--- src/rtl/data_cache.sv ---
// data_cache: direct-mapped, write-back, write-allocate data cache.
// Sits between the CPU memory stage and the word-addressed data memory.
// Each line holds four 32-bit words. A miss turns into an optional
// write-back of the dirty victim line, followed by a line refill.
//
// state      | meaning
// -----------+-----------------------------------------------------------
// IDLE       | ready for a CPU request; latches it when one arrives
// COMPARE    | tag lookup; a hit completes the request, a miss leaves
// WB_REQ     | write-back of the dirty victim line, waiting for mem ready
// ALLOC_REQ  | refill request for the missing line, waiting for mem ready
// ALLOC_WAIT | waiting for the refill data, then back to COMPARE
module data_cache #(
  parameter int NUM_SETS = 16
) (
  input  logic         clk,
  input  logic         reset,
  input  logic         cpu_req_valid,
  input  logic         cpu_req_we,
  input  logic [31:0]  cpu_req_addr,
  input  logic [31:0]  cpu_req_wdata,
  output logic         cpu_ready,
  output logic         cpu_resp_valid,
  output logic [31:0]  cpu_resp_rdata,
  output logic         cpu_hit,
  output logic         mem_req_valid,
  output logic         mem_req_we,
  output logic [31:0]  mem_req_addr,
  output logic [127:0] mem_req_wdata,
  input  logic         mem_req_ready,
  input  logic         mem_resp_valid,
  input  logic [127:0] mem_resp_rdata,
  output logic [31:0]  hit_count,
  output logic [31:0]  miss_count
);

  localparam int IW = $clog2(NUM_SETS);
  localparam int TW = 32 - 4 - IW;

  typedef enum logic [2:0] {
    IDLE,
    COMPARE,
    WB_REQ,
    ALLOC_REQ,
    ALLOC_WAIT
  } state_t;

  state_t state_q, state_d;

  // Latched request; the byte-offset bits never matter for word accesses.
  logic        req_we_q;
  logic [31:2] req_addr_q;
  logic [31:0] req_wdata_q;
  logic        missed_q;

  logic [NUM_SETS-1:0] valid_q;
  logic [NUM_SETS-1:0] dirty_q;
  logic [TW-1:0]       tag_q  [NUM_SETS];
  logic [127:0]        line_q [NUM_SETS];

  logic [31:0] hit_count_q;
  logic [31:0] miss_count_q;

  logic unused_addr_bits;
  assign unused_addr_bits = ^cpu_req_addr[1:0];

  logic [IW-1:0] req_idx;
  logic [TW-1:0] req_tag;
  logic [1:0]    word_sel;
  logic [6:0]    word_lsb;
  logic          lookup_hit;
  logic [127:0]  cur_line;
  logic [TW-1:0] cur_tag;

  assign req_idx    = req_addr_q[4+IW-1:4];
  assign req_tag    = req_addr_q[31:4+IW];
  assign word_sel   = req_addr_q[3:2];
  assign word_lsb   = {word_sel, 5'b0};
  assign cur_line   = line_q[req_idx];
  assign cur_tag    = tag_q[req_idx];
  assign lookup_hit = valid_q[req_idx] && (cur_tag == req_tag);

  logic accept;
  logic complete;
  logic record_miss;
  logic store_we;
  logic refill_we;

  // Next-state and output decode; outputs depend only on state and registers.
  always_comb begin
    state_d        = state_q;
    cpu_ready      = 1'b0;
    cpu_resp_valid = 1'b0;
    cpu_resp_rdata = 32'h0;
    cpu_hit        = 1'b0;
    mem_req_valid  = 1'b0;
    mem_req_we     = 1'b0;
    mem_req_addr   = 32'h0;
    mem_req_wdata  = 128'h0;
    accept         = 1'b0;
    complete       = 1'b0;
    record_miss    = 1'b0;
    store_we       = 1'b0;
    refill_we      = 1'b0;
    case (state_q)
      IDLE: begin
        cpu_ready = 1'b1;
        if (cpu_req_valid) begin
          accept  = 1'b1;
          state_d = COMPARE;
        end
      end
      COMPARE: begin
        if (lookup_hit) begin
          cpu_resp_valid = 1'b1;
          cpu_hit        = !missed_q;
          complete       = 1'b1;
          if (req_we_q) begin
            store_we = 1'b1;
          end else begin
            cpu_resp_rdata = cur_line[word_lsb +: 32];
          end
          state_d = IDLE;
        end else begin
          record_miss = !missed_q;
          if (valid_q[req_idx] && dirty_q[req_idx]) begin
            state_d = WB_REQ;
          end else begin
            state_d = ALLOC_REQ;
          end
        end
      end
      WB_REQ: begin
        mem_req_valid = 1'b1;
        mem_req_we    = 1'b1;
        mem_req_addr  = {cur_tag, req_idx, 4'b0};
        mem_req_wdata = cur_line;
        if (mem_req_ready) begin
          state_d = ALLOC_REQ;
        end
      end
      ALLOC_REQ: begin
        mem_req_valid = 1'b1;
        mem_req_addr  = {req_tag, req_idx, 4'b0};
        if (mem_req_ready) begin
          state_d = ALLOC_WAIT;
        end
      end
      ALLOC_WAIT: begin
        if (mem_resp_valid) begin
          refill_we = 1'b1;
          state_d   = COMPARE;
        end
      end
      default: state_d = IDLE;
    endcase
  end

  // State register.
  always_ff @(posedge clk) begin
    if (reset) begin
      state_q <= IDLE;
    end else begin
      state_q <= state_d;
    end
  end

  // Request latch and the per-request "already missed" flag.
  always_ff @(posedge clk) begin
    if (reset) begin
      req_we_q    <= 1'b0;
      req_addr_q  <= '0;
      req_wdata_q <= 32'h0;
      missed_q    <= 1'b0;
    end else if (accept) begin
      req_we_q    <= cpu_req_we;
      req_addr_q  <= cpu_req_addr[31:2];
      req_wdata_q <= cpu_req_wdata;
      missed_q    <= 1'b0;
    end else if (record_miss) begin
      missed_q <= 1'b1;
    end
  end

  // Valid and dirty bits; reset discards any dirty data.
  always_ff @(posedge clk) begin
    if (reset) begin
      valid_q <= '0;
      dirty_q <= '0;
    end else if (refill_we) begin
      valid_q[req_idx] <= 1'b1;
      dirty_q[req_idx] <= 1'b0;
    end else if (store_we) begin
      dirty_q[req_idx] <= 1'b1;
    end
  end

  // Tag and data arrays are never cleared; valid_q guards their contents.
  always_ff @(posedge clk) begin
    if (!reset) begin
      if (refill_we) begin
        tag_q[req_idx]  <= req_tag;
        line_q[req_idx] <= mem_resp_rdata;
      end else if (store_we) begin
        line_q[req_idx][word_lsb +: 32] <= req_wdata_q;
      end
    end
  end

  // Wrapping statistics counters.
  always_ff @(posedge clk) begin
    if (reset) begin
      hit_count_q  <= 32'h0;
      miss_count_q <= 32'h0;
    end else begin
      if (complete && !missed_q) begin
        hit_count_q <= hit_count_q + 32'd1;
      end
      if (record_miss) begin
        miss_count_q <= miss_count_q + 32'd1;
      end
    end
  end

  assign hit_count  = hit_count_q;
  assign miss_count = miss_count_q;

endmodule
--- config.mk ---
export PLATFORM = sky130hd
export DESIGN_NAME = data_cache
export DESIGN_NICKNAME = d
export VERILOG_FILES = /design/src/rtl/data_cache.sv
export SDC_FILE = /design/constraint.sdc
export NUM_CORES = 2
export LEC_CHECK = 0
export CAP_MARGIN = 20
export CELL_PAD_IN_SITES_DETAIL_PLACEMENT = 1
export CELL_PAD_IN_SITES_GLOBAL_PLACEMENT = 2
export CORE_MARGIN = 2
export CORE_UTILIZATION = 45
export CTS_CLUSTER_SIZE = 28
export DETAILED_ROUTE_END_ITERATION = 8
export PLACE_DENSITY_LB_ADDON = 0.1
export SYNTH_ARGS = -nofsm -noshare
export SYNTH_HDL_FRONTEND = slang
export SYNTH_SLANG_ARGS = --single-unit
--- constraint.sdc ---
create_clock -name clk -period 6.74 [get_ports clk]
set_clock_uncertainty 0.1 [all_clocks]
set_input_delay 1.685 -clock clk [delete_from_list [all_inputs] [get_ports clk]]
set_output_delay 1.685 -clock clk [all_outputs]
set_load 0.01 [all_outputs]
==> reports/qor.csv <==
stage,metric,value,unit
grt,global-route track usage on met2,0.473,
sta,unrepaired setup endpoints after global routing,yes,
power_and_ir_drop,Static Leak,38.6,nW
worst_setup_path,Worst Path Max Fanout,15,
worst_setup_path,type of destination of the critical path,primary output,
placed_design,count of input and output buffers,452,
grt,global-route wire length before repair,478000,um
detailed_routing,total via count in the routed design,57731,
synth,Post-Synthesis Cells,5284,
finish,# nets final,6192,
synth,cell taking the most area after synthesis,sky130_fd_sc_hd__edfxtp_1,
clock_tree,clock latency on the worst-skew pair,0.93,ns
clock_tree,CTS Sinks,2599,
status,result of the run,"complete, no violations",
worst_setup_path,Required @ worst endpoint,4.95,ns
finish,post-route cell area,125000,sq um
sta,f_max,150,MHz
worst_setup_path,worst setup path category,flop to primary output,
placed_design,last weighted congestion value of the routability-driven placer,0.821,
worst_setup_path,critical path's slowest cell,sky130_fd_sc_hd__or4_4,
finish,share of final-layout standard cells stronger than drive strength 1,0.280,
grt,maximum number of pins on one net before global-route repair,120,
detailed_routing,violation count after the first detailed-routing iteration,6555,
power_and_ir_drop,internal power,29.0,mW
floorplanning,Horiz. Die Dim,485,um
placed_design,pre-CTS setup slack,-0.0904,ns
detailed_routing,detailed-route wire length per cell,37.7,um
sta,number of max-slew violations in the final report,0,
power_and_ir_drop,switching power as a share of total power,0.252,
sta,post-route minimum period,6.68,ns
grt,GRT Util Overall,0.295,
worst_setup_path,delay of the slowest cell on the worst path,0.58,ns
synth,area share of the largest cell type after synthesis,0.700,
floorplanning,floorplan row count,176,
floorplanning,Floorplan Core Area,230000,sq um
finish,synthesis-to-layout area growth,19.6,%
synth,Mapped Avg Cell Area,19.7,sq um
synth,synth unique cells,69,
synth,Synth Register Bits,2599,
power_and_ir_drop,Worst IR Drop VDD,0.280,mV
synth,prevailing post-synth register cell,sky130_fd_sc_hd__edfxtp_1,
sta,number of hold violations in the final report,0,
power_and_ir_drop,total power consumption of the routed design,38.8,mW
sta,final critical-path share of the clock period,0.991,
synth,cell area after technology mapping,104000,sq um
sta,setup slack after layout,0.0636,ns
clock_tree,clock transition time at the flip-flop clock pins of the worst setup and hold paths,0.05,ns
floorplanning,die outline height,485,um
synth,number of flops mapped to enable cells by yosys,2432,
sta,setup-violating endpoint count in the final report,0,
worst_setup_path,arrival time worst endpoint,4.89,ns
grt,antenna violations before repair,43,
detailed_routing,Routed Antenna Nets,0,
worst_setup_path,worst reg2reg setup slack,1.48,ns
synth,Synth Warn #,0,
power_and_ir_drop,Logic pwr share,0.139,
power_and_ir_drop,share of power burned in registers,0.464,
flow_run,max-cap violations,0,
detailed_routing,via/cell ratio,6.25,
power_and_ir_drop,proportion of power drawn by the clock network,0.397,
synth,top cells by area in the synthesized netlist,"sky130_fd_sc_hd__edfxtp_1 (70%), sky130_fd_sc_hd__mux4_2 (16%), sky130_fd_sc_hd__dfxtp_1 (3.2%), sky130_fd_sc_hd__a21bo_2 (1.2%), sky130_fd_sc_hd__nand2_1 (0.97%)",
finish,Filler Cell Count,20093,
grt,global routing usage on met3,0.0536,
placed_design,"Cell Area, Placed",115000,sq um
floorplanning,overall die area,236000,sq um
synth,proportion of synthesized chip area in sequential cells,0.732,
detailed_routing,total wire length after detailed routing,348000,um
sta,Worst Max-Slew Pin Slew,1.28,ns
power_and_ir_drop,net load switching power,9.79,mW
sta,final total negative setup slack,0,ns
grt,total overflow reported by the global router,0,
floorplanning,I/O Pins,459,
sta,Max-Slew Margin vs Limit,0.143,
worst_setup_path,endpoint of the worst register-to-register path,line_q[9][83],
clock_tree,level count of the clock H-tree,5,
worst_setup_path,number of cells on the worst reg-to-reg path,14,
worst_setup_path,series of cell instances along the critical path,buf_8 -> buf_6 -> mux4_2 -> mux2i_1 -> mux2i_1 -> xor2_1 -> or4_4 -> nand4bb_4 -> nor3_4 -> buf_6 -> nand2b_4 -> bufbuf_16 -> a211oi_2 -> buf_4,
worst_setup_path,termination of the worst setup path,cpu_resp_rdata[20],
detailed_routing,# DRC,0,
worst_setup_path,launching element type of the critical path,flop,
finish,most frequent cells in the layout,"sky130_fd_sc_hd__edfxtp_1 (2432), sky130_fd_sc_hd__mux4_2 (736), sky130_fd_sc_hd__clkdlybuf4s50_1 (419)",
finish,"most common cell after layout, fill and taps aside",sky130_fd_sc_hd__edfxtp_1,
placed_design,Final HPWL DP,207000,um
clock_tree,CTS Buffer Depth,4,
min_path,Hold WC Path Type,flop to flop,
grt,busiest metal layer after global routing,met2,
floorplanning,starting density of the core,0.453,
grt,number of global-route vias before repair,58674,
synth,asr flop ratio synth,0,
clock_tree,clock tree from TritonCTS,done,
clock_tree,total clock buffers created by CTS,293,
grt,GRT met1 Usage,0.398,
detailed_routing,number of iterations in the first detailed-routing pass,6,
clock_tree,buffer type at the clock tree root,sky130_fd_sc_hd__clkbuf_16,
power_and_ir_drop,P per Cell Area,311,nW/um^2
synthesized netlist by cell type (25+ instances only):
library cell / count
sky130_fd_sc_hd__o21ai_0: 43
sky130_fd_sc_hd__and2_1: 133
sky130_fd_sc_hd__nor2_1: 211
sky130_fd_sc_hd__buf_2: 63
sky130_fd_sc_hd__a21bo_2: 128
sky130_fd_sc_hd__nand3_1: 31
sky130_fd_sc_hd__clkbuf_1: 201
sky130_fd_sc_hd__nand2_1: 269
sky130_fd_sc_hd__dfxtp_1: 167
sky130_fd_sc_hd__mux4_2: 736
sky130_fd_sc_hd__a21oi_1: 135
sky130_fd_sc_hd__edfxtp_1: 2432
sky130_fd_sc_hd__buf_1: 60
sky130_fd_sc_hd__nand4_1: 153
sky130_fd_sc_hd__or3_1: 25
sky130_fd_sc_hd__nor2b_1: 47
sky130_fd_sc_hd__inv_1: 36
sky130_fd_sc_hd__mux2i_1: 98
power groups by stage:
| stage | combinational, mW | clock, mW | sequential, mW |
|---|---|---|---|
| final | 5.39 | 15.4 | 18.0 |
| after global routing | 5.62 | 16.2 | 18.0 |
| after CTS | 5.41 | 15.6 | 18.0 |
| after detailed placement | 5.19 | 0 | 18.4 |
| after global placement | 5.13 | 0 | 18.4 |
| after floorplan | 2.76 | 0 | 18.2 |
stage by stage:
step	utilization	cells	hold WS [ns]
floorplan	-	5287	0.314
global route	0.542	9222	0.374
global placement	0.499	8674	0.326
detailed placement	0.499	8679	0.338
CTS	0.542	9208	0.354
finish	0.542	9235	0.354
cell families after synthesis:
logic type / count (synthesis) / synth area share
flops: 2599 / 0.732
simple gates: 977 / 0.0475
mux: 853 / 0.170
compound gates: 426 / 0.0300
buf+inv: 385 / 0.0157
xor+xnor: 36 / 0.00302
fa+ha+maj: 7 / 0.000840
other cells: 1 / 0.0000360
flip-flops by register name, indices dropped and copies added (netlist names), named ones only:
name,cells
state_q,3
missed_q,1
req_addr_q,30
miss_count,32
req_wdata_q,32
req_we_q,1
line_q,2048
valid_q,16
tag_q,384
hit_count,32
layer usage:
layer  routed length, um  share of wire  up-vias
li1                    -              -    23136
met1              138000           0.40    31604
met2              169000           0.49     2477
met3               25900          0.075      500
met4               15000          0.043       14
met5                  98        0.00028        -
critical path, delay by kind of cell, from the launching register on:
kind                      cells  cell delay [ns]
DFF                           1             0.40
xor gates and xnor gates      1             0.20
muxes                         3             0.74
buffers and inverters         5             0.98
and+or+nand+nor               4             1.46
AOI/OAI and AO/OA             1             0.19
cell type report:
type	count	area, sq um	area share
flip-flops and latches	2599	76400	0.612
well taps	3026	3790	0.0303
diodes	24	60.1	0.000481
multi-input cells	2303	27200	0.218
repair buffers	751	8180	0.0656
clock buffers	383	7980	0.0639
inverters	39	154	0.00123
clock inverters	110	1040	0.00837
repair_timing:
action                     CTS  global route
resized for setup           98            52
pin swaps                   11             2
buffers inserted            27             1
hold buffers                 0             0
cloned                       9             1
setup endpoints to repair   34            34
worst min-delay path by stage:
| stage | end | slack [ns] | cells after the start |
|---|---|---|---|
| after detailed placement | flop | 0.34 | 2 |
| after global placement | flop | 0.33 | 2 |
| final | flop | 0.35 | 2 |
| after CTS | flop | 0.35 | 2 |
| after floorplan | flop | 0.31 | 2 |
| after global routing | flop | 0.37 | 2 |
Power figures use the tool's default switching activity.
